File: src/rtl/counter_chain_pkg.sv
// rtl/counter_chain_pkg.sv - shared types, widths and helpers for the counter-chain arbiter
//
// Purpose: common definitions used by counter_chain_arbiter and its response FIFO.
//   clog2_min1  : ceil(log2(n)), never less than 1 (for id/pointer widths)
//   ow          : chain result width for a given operand width, 2*LENGTH+3
//   cc_fields_t : one requester beat at the default operand width CC_LENGTH
package counter_chain_pkg;

  localparam int CC_LENGTH = 8;

  function automatic int clog2_min1(input int n);
    return (n <= 2) ? 1 : $clog2(n);
  endfunction

  function automatic int ow(input int length);
    return 2 * length + 3;
  endfunction

  // Field order matches the packed request buses: ops {cl10..cl00}, cin {c1, c0}.
  typedef struct packed {
    logic [CC_LENGTH-1:0] cl10;
    logic [CC_LENGTH-1:0] cl03;
    logic [CC_LENGTH-1:0] cl02;
    logic [CC_LENGTH-1:0] cl01;
    logic [CC_LENGTH-1:0] cl00;
    logic                 c1;
    logic [4:0]           c0;
  } cc_fields_t;

endpackage

File: src/rtl/counter_chain_rsp_fifo.sv
// rtl/counter_chain_rsp_fifo.sv - circular FIFO holding tagged chain results
//
// Purpose: DEPTH-entry circular buffer with wrap-around pointers; head entry is
// presented combinationally on o_pop_data.
// Ports:
//   clk, rst_n         clock, asynchronous active-low reset
//   i_push/i_push_data write one entry
//   i_pop              remove head entry (ignored when empty)
//   o_pop_data         head entry
//   o_full/o_empty     occupancy flags
//   o_count            number of stored entries
module counter_chain_rsp_fifo
  import counter_chain_pkg::*;
#(
  parameter int DW    = 8,
  parameter int DEPTH = 4
) (
  input  logic                          clk,
  input  logic                          rst_n,
  input  logic                          i_push,
  input  logic [DW-1:0]                 i_push_data,
  input  logic                          i_pop,
  output logic [DW-1:0]                 o_pop_data,
  output logic                          o_full,
  output logic                          o_empty,
  output logic [$clog2(DEPTH+1)-1:0]    o_count
);

  localparam int AW = clog2_min1(DEPTH);
  localparam int CW = $clog2(DEPTH + 1);

  logic [DW-1:0] r_mem [DEPTH];
  logic [AW-1:0] r_wr_ptr;
  logic [AW-1:0] r_rd_ptr;
  logic [CW-1:0] r_count;
  logic          w_do_pop;

  function automatic logic [AW-1:0] next_ptr(input logic [AW-1:0] p);
    return (p == AW'(DEPTH - 1)) ? '0 : p + AW'(1);
  endfunction

  assign o_empty    = (r_count == '0);
  assign o_full     = (r_count == CW'(DEPTH));
  assign o_count    = r_count;
  assign o_pop_data = r_mem[r_rd_ptr];
  assign w_do_pop   = i_pop && !o_empty;

  always_ff @(posedge clk or negedge rst_n) begin
    if (!rst_n) begin
      r_wr_ptr <= '0;
      r_rd_ptr <= '0;
      r_count  <= '0;
    end else begin
      if (i_push) r_wr_ptr <= next_ptr(r_wr_ptr);
      if (w_do_pop) r_rd_ptr <= next_ptr(r_rd_ptr);
      if (i_push && !w_do_pop) r_count <= r_count + CW'(1);
      else if (!i_push && w_do_pop) r_count <= r_count - CW'(1);
    end
  end

  always_ff @(posedge clk) begin
    if (i_push) r_mem[r_wr_ptr] <= i_push_data;
  end

  // The credit scheme upstream guarantees there is always a free slot for a push.
  a_no_overflow: assert property (@(posedge clk) disable iff (!rst_n) !(i_push && o_full));

endmodule

File: src/rtl/counter_chain_arbiter.sv
// rtl/counter_chain_arbiter.sv - round-robin sharing of one counter-chain compressor
//
// Purpose: grants one of NREQ requesters per cycle (credit permitting), drives the
// shared chain with its fields, tracks the beat through LAT chain stages and returns
// the result tagged with the requester id through a credit-protected FIFO.
// Optional feature macro: COUNTER_CHAIN_ARB_LOCK_EN adds req_lock (sticky priority).
// Ports:
//   clk, rst_n                  clock, asynchronous active-low reset
//   req_valid/req_ready         per-requester handshake (one-hot ready)
//   req_ops                     per requester {cl10, cl03, cl02, cl01, cl00}
//   req_cin                     per requester {c1, c0[4:0]}
//   req_lock                    (lock build only) keep priority after this beat
//   ch_cl00..ch_cl10, ch_c0/c1  chain inputs, zero when not issuing
//   ch_o                        chain result, valid LAT cycles after issue
//   rsp_valid/rsp_ready         result handshake
//   rsp_id/rsp_data             originating requester and chain result
module counter_chain_arbiter
  import counter_chain_pkg::*;
#(
  parameter int NREQ   = 4,
  parameter int LENGTH = 8,
  parameter int LAT    = 1,
  parameter int DEPTH  = 4
) (
  input  logic                         clk,
  input  logic                         rst_n,
  input  logic [NREQ-1:0]              req_valid,
  output logic [NREQ-1:0]              req_ready,
  input  logic [NREQ*5*LENGTH-1:0]     req_ops,
  input  logic [NREQ*6-1:0]            req_cin,
`ifdef COUNTER_CHAIN_ARB_LOCK_EN
  input  logic [NREQ-1:0]              req_lock,
`endif
  output logic [LENGTH-1:0]            ch_cl00,
  output logic [LENGTH-1:0]            ch_cl01,
  output logic [LENGTH-1:0]            ch_cl02,
  output logic [LENGTH-1:0]            ch_cl03,
  output logic [LENGTH-1:0]            ch_cl10,
  output logic [4:0]                   ch_c0,
  output logic                         ch_c1,
  input  logic [ow(LENGTH)-1:0]        ch_o,
  output logic                         rsp_valid,
  input  logic                         rsp_ready,
  output logic [clog2_min1(NREQ)-1:0]  rsp_id,
  output logic [ow(LENGTH)-1:0]        rsp_data
);

  localparam int IDW = clog2_min1(NREQ);
  localparam int OWD = ow(LENGTH);
  localparam int CW  = $clog2(DEPTH + 1);

  logic [IDW-1:0]      r_rr_ptr;
  logic [CW-1:0]       r_credits;
  logic                w_any;
  logic [IDW-1:0]      w_grant;
  logic                w_issue;
  logic                w_hold_ptr;
  logic                w_pop;
  logic                w_push;
  logic [IDW-1:0]      w_push_id;
  logic                w_fifo_empty;
  logic                w_fifo_full;
  logic [CW-1:0]       w_fifo_count;
  logic [5*LENGTH-1:0] w_ops [NREQ];
  logic [5:0]          w_cin [NREQ];

  function automatic logic [IDW-1:0] wrap_add(input logic [IDW-1:0] base, input int k);
    int s;
    s = int'(base) + k;
    if (s >= NREQ) s = s - NREQ;
    return s[IDW-1:0];
  endfunction

  for (genvar i = 0; i < NREQ; i++) begin : g_unpack
    assign w_ops[i] = req_ops[i*5*LENGTH +: 5*LENGTH];
    assign w_cin[i] = req_cin[i*6 +: 6];
  end

`ifdef COUNTER_CHAIN_ARB_LOCK_EN
  logic           r_lock_active;
  logic [IDW-1:0] r_lock_id;
`endif

  // First valid requester at or after rr_ptr, wrapping; a held lock overrides.
  always_comb begin
    w_any   = 1'b0;
    w_grant = '0;
    for (int k = 0; k < NREQ; k++) begin
      if (!w_any && req_valid[wrap_add(r_rr_ptr, k)]) begin
        w_any   = 1'b1;
        w_grant = wrap_add(r_rr_ptr, k);
      end
    end
`ifdef COUNTER_CHAIN_ARB_LOCK_EN
    if (r_lock_active && req_valid[r_lock_id]) w_grant = r_lock_id;
`endif
  end

  // rst_n gating keeps the handshake and chain inputs quiet while reset is held.
  assign w_issue   = rst_n && w_any && (r_credits != '0);
  assign req_ready = w_issue ? (NREQ'(1) << w_grant) : '0;

`ifdef COUNTER_CHAIN_ARB_LOCK_EN
  assign w_hold_ptr = req_lock[w_grant];
`else
  assign w_hold_ptr = 1'b0;
`endif

  // Operand gating: the chain sees zeros on every non-issue cycle.
  always_comb begin
    {ch_cl10, ch_cl03, ch_cl02, ch_cl01, ch_cl00} = '0;
    {ch_c1, ch_c0} = '0;
    if (w_issue) begin
      {ch_cl10, ch_cl03, ch_cl02, ch_cl01, ch_cl00} = w_ops[w_grant];
      {ch_c1, ch_c0} = w_cin[w_grant];
    end
  end

  assign rsp_valid = !w_fifo_empty;
  assign w_pop     = rsp_valid && rsp_ready;

  always_ff @(posedge clk or negedge rst_n) begin
    if (!rst_n) begin
      r_rr_ptr  <= '0;
      r_credits <= CW'(DEPTH);
    end else begin
      if (w_issue && !w_pop) r_credits <= r_credits - CW'(1);
      else if (!w_issue && w_pop) r_credits <= r_credits + CW'(1);
      if (w_issue && !w_hold_ptr) r_rr_ptr <= wrap_add(w_grant, 1);
    end
  end

`ifdef COUNTER_CHAIN_ARB_LOCK_EN
  always_ff @(posedge clk or negedge rst_n) begin
    if (!rst_n) begin
      r_lock_active <= 1'b0;
      r_lock_id     <= '0;
    end else if (w_issue) begin
      r_lock_active <= req_lock[w_grant];
      r_lock_id     <= w_grant;
    end else if (r_lock_active && !req_valid[r_lock_id]) begin
      r_lock_active <= 1'b0;
    end
  end
`endif

  // In-flight tracking: the id travels alongside the beat so it meets ch_o on exit.
  if (LAT == 0) begin : g_lat0
    assign w_push    = w_issue;
    assign w_push_id = w_grant;
  end else begin : g_latn
    logic [LAT-1:0] r_pipe_v;
    logic [IDW-1:0] r_pipe_id [LAT];

    always_ff @(posedge clk or negedge rst_n) begin
      if (!rst_n) begin
        r_pipe_v <= '0;
        for (int i = 0; i < LAT; i++) r_pipe_id[i] <= '0;
      end else begin
        r_pipe_v[0]  <= w_issue;
        r_pipe_id[0] <= w_grant;
        for (int i = 1; i < LAT; i++) begin
          r_pipe_v[i]  <= r_pipe_v[i-1];
          r_pipe_id[i] <= r_pipe_id[i-1];
        end
      end
    end

    assign w_push    = r_pipe_v[LAT-1];
    assign w_push_id = r_pipe_id[LAT-1];
  end

  counter_chain_rsp_fifo #(
    .DW    (IDW + OWD),
    .DEPTH (DEPTH)
  ) u_rsp_fifo (
    .clk         (clk),
    .rst_n       (rst_n),
    .i_push      (w_push),
    .i_push_data ({w_push_id, ch_o}),
    .i_pop       (w_pop),
    .o_pop_data  ({rsp_id, rsp_data}),
    .o_full      (w_fifo_full),
    .o_empty     (w_fifo_empty),
    .o_count     (w_fifo_count)
  );

  a_credit_sum: assert property (@(posedge clk) disable iff (!rst_n)
    (int'(r_credits) + int'(w_fifo_count)) <= DEPTH);
  a_full_no_credit: assert property (@(posedge clk) disable iff (!rst_n)
    w_fifo_full |-> (r_credits == '0));

endmodule

File: config.mk
export PLATFORM = sky130hd
export DESIGN_NAME = counter_chain_arbiter
export DESIGN_NICKNAME = d
export VERILOG_FILES = /design/src/rtl/counter_chain_pkg.sv /design/src/rtl/counter_chain_rsp_fifo.sv /design/src/rtl/counter_chain_arbiter.sv
export SDC_FILE = /design/constraint.sdc
export NUM_CORES = 1
export LEC_CHECK = 0
export CORE_AREA = 2 2 119 121
export DETAILED_ROUTE_END_ITERATION = 10
export DIE_AREA = 0 0 121 123
export PLACE_DENSITY = 0.87
export SKIP_LAST_GASP = 1
export SYNTH_ARGS = -nofsm -noshare
export SYNTH_HDL_FRONTEND = slang
export SYNTH_SLANG_ARGS = --single-unit
File: constraint.sdc
create_clock -name clk -period 2.9 [get_ports clk]
set_input_delay 0.29 -clock clk [delete_from_list [all_inputs] [get_ports clk]]
set_output_delay 0.29 -clock clk [all_outputs]
set_load 0.05 [all_outputs]
==> reports/metrics.csv <==
stage,metric,value,unit
setup_path,regToRegSetupSlack,0.66,ns
power_and_ir_drop,peakVddDrop,0.578,mV
setup_path,worstSetupPathType,in2out,
setup_path,r2r_end,r_credits[2],
outcome,status,completed,
power_and_ir_drop,p_total,8.58,mW
floorplan,coreArea,0.0136,mm²
yosys,ys_ff_latch,99,
sta,worstMarginPinSlew,0.524,ns
power_and_ir_drop,powerDensity,946,mW/mm²
yosys,yosys.area.top_type,edfxtp_1,
layout,final_util,66.6,%
floorplan,start_util,39.5,%
yosys,synth_area_leaders,"edfxtp_1, mux2i_1, mux4_2",
setup_path,worstPathArrival,2.47,ns
yosys,synthCells,357,
floorplan,rows,43,
yosys,syn_area,0.00538,mm²
global_route,grt_pass1_vias,4753,
routing,drt_wl_total,17.3,mm
layout,design_area,0.00906,mm²
placed_design,dp_hpwl,13.7,mm
floorplan,die_h,123,µm
yosys,synth.avg_cell_area,15.1,µm²
floorplan,die_area,0.0149,mm²
setup_path,critPathTopFamily,buffers and inverters,
setup_path,critPathCaptureType,output port,
placed_design,io_buffer_count,281,
setup_path,path_buf_inv,3,
yosys,synth-seq-area-share,53.9,%
clocking,cts.sinks,99,
clocking,htreeDepth,3,
setup_path,r2r-start,r_credits[2],
yosys,yosys.cell_types.count,35,
layout,area_growth,68.5,%
sta,min_period,2.76,ns
sta,finalCritPeriodShare,95.2,%
yosys,syn_nets,580,
routing,ant_nets,0,
clocking,tritoncts,done,
setup_path,cp_cell_sequence,clkdlybuf4s50_1 > a21o_1 > a21oi_1 > o22a_4 > buf_12 > mux2i_1 > o22ai_1 > buf_12,
placed_design,gp_congestion,0.973,
floorplan,io_pins,282,
layout,layout.nets,863,
clocking,clk_latency,0.34,ns
sta,hold_viol,0,
yosys,yosysWarnings,0,
yosys,synth_edf_count,84,
layout,fillers,964,
setup_path,crit_required,2.61,ns
yosys,synthArstFlopShare,15.2,%
routing,wl_per_cell,20.9,µm
clocking,cts_buffer_depth,2,
power_and_ir_drop,leakagePower,3.50,nW
floorplan,die_x,121,µm
setup_path,cp_num_cells,8,
setup_path,worst_setup_path_start_kind,primary input,
routing,drt-pass1-iter-count,4,
yosys,yosysMostFrequentCell,mux2i_1,
sta,finalSetupTns,0,ns
global_route,grt_antenna_before_repair,1,
setup_path,cpMostUsedCell,buf_12,
routing,drc,0,
setup_path,cp_max_fo,31,
global_route,grt_pass1_wl,25.3,mm
sta,whs,0.320,ns
yosys,synth_ff_type,edfxtp_1,
global_route,grt_max_degree,47,
yosys,synthTopCellsByCount,"mux2i_1, edfxtp_1, o22ai_1",
global_route,grt.total_usage,23.0,%
sta,finalSetupViolations,0,
global_route,overflow,0,
layout,drive_gt1_share,20.2,%
setup_path,rr_worst_depth,9,
setup_path,slowest_stage,clkdlybuf4s50_1,
sta,drv_slew,0,
clocking,clockRootBuffer,clkbuf_16,
yosys,synth_top_area_share,46.9,%
sta,grt_setup_unrepaired,false,
setup_path,slowest_delay,0.50,ns
routing,routed_via_density,5.24,
placed_design,place_area,0.00877,mm²
routing,vias,4336,
sta,max_slew_margin,65.1,%
clocking,cts-buffers-inserted,9,
flow_run,cap_viol_max_count,0,
sta,fmax,0.362,GHz
sta,fin_skew,0.00816,ns
min_path,hp-class,in2async,
clocking,clk_pin_slew,0.06,ns
routing,first_iter_violations,209,
## placed cells by master, fill, tap and decap left out, drive strengths merged, types with 8 or more instances in the layout
cell type      count
clkdlybuf4s50    210
mux2i             93
buf               86
edfxtp            84
o22ai             46
mux4              22
dfrtp             14
ha                11
inv               10
clkbuf            10
and2               8
## through the flow
stage | worst slack, ns | std cells
final | 0.139 | 827
after global routing | 0.0432 | 825
after CTS | 0.0675 | 825
after detailed placement | 0.00109 | 809
after global placement | -0.00846 | 809
after floorplan | 0.494 | 357
## worst reg2reg max path, delay by kind of cell, from the launching register on
family / cells / cell delay [ns]
fa+ha+maj: 2 / 0.56
compound gates: 2 / 0.39
buf+inv: 2 / 0.26
simple gates: 1 / 0.11
xor+xnor: 2 / 0.31
flops: 1 / 0.55
## layout make-up
cell class | count | area, µm² | area share [%]
antenna | 2 | 5.00 | 0.0552
clock buffer | 10 | 229 | 2.53
clock inverter | 6 | 42.5 | 0.469
inverter | 10 | 37.5 | 0.414
multi-input combinational | 224 | 2230 | 24.7
sequential | 99 | 2900 | 32.0
tap | 180 | 225 | 2.49
timing repair buffer | 296 | 3390 | 37.4
## layer usage
metal  vias to the layer above  track usage [%]  part of all wire (%)
li1                       1992                -                     -
met1                      2107             25.1                    35
met2                       203             39.4                    52
met3                        34             9.41                    11
met4                         0             10.2                   2.9
met5                         -                0                     0
## how the worst max path moves through the flow
stage,end,startpoint
after floorplan,ch_c0[0],r_rr_ptr[1]
after global placement,ch_cl02[7],req_valid[0]
after detailed placement,ch_cl02[7],req_valid[0]
after CTS,ch_cl02[7],req_valid[0]
after global routing,ch_cl02[7],req_valid[0]
final,ch_cl03[4],req_valid[0]
## kinds of logic (layout without fill, tap and decap cells)
kind of cell / after synthesis / in the layout / share of synthesized area (%)
flops: 99 / 99 / 53.9
xor+xnor: 6 / 6 / 0.977
mux: 118 / 118 / 27.2
fa+ha+maj: 13 / 13 / 3.30
buf+inv: 34 / 322 / 4.98
compound gates: 60 / 60 / 7.07
other cells: 0 / 2 / 0
simple gates: 27 / 27 / 2.54
## report_power, final
group	total, mW	switching (mW)	internal, mW
Sequential	2.07	0.158	1.91
Combinational	5.45	3.09	2.36
Clock	1.05	0.471	0.580
## what timing repair did
action / CTS / global route
gates resized for setup: 1 / 2
hold endpoints to repair: 0 / 0
setup buffers: 0 / 0
setup endpoints to repair: 1 / 1
hold buffers: 0 / 0
## sequential cells by signal, indices dropped and copies added, names as in the netlist
register / flops
u_rsp_fifo.r_wr_ptr: 2
u_rsp_fifo.r_rd_ptr: 2
r_rr_ptr: 2
g_latn.r_pipe_id: 2
u_rsp_fifo.o_count: 3
u_rsp_fifo.r_mem: 84
r_credits: 3
g_latn.r_pipe_v: 1
Note: power is estimated with default switching activity, not from simulation.
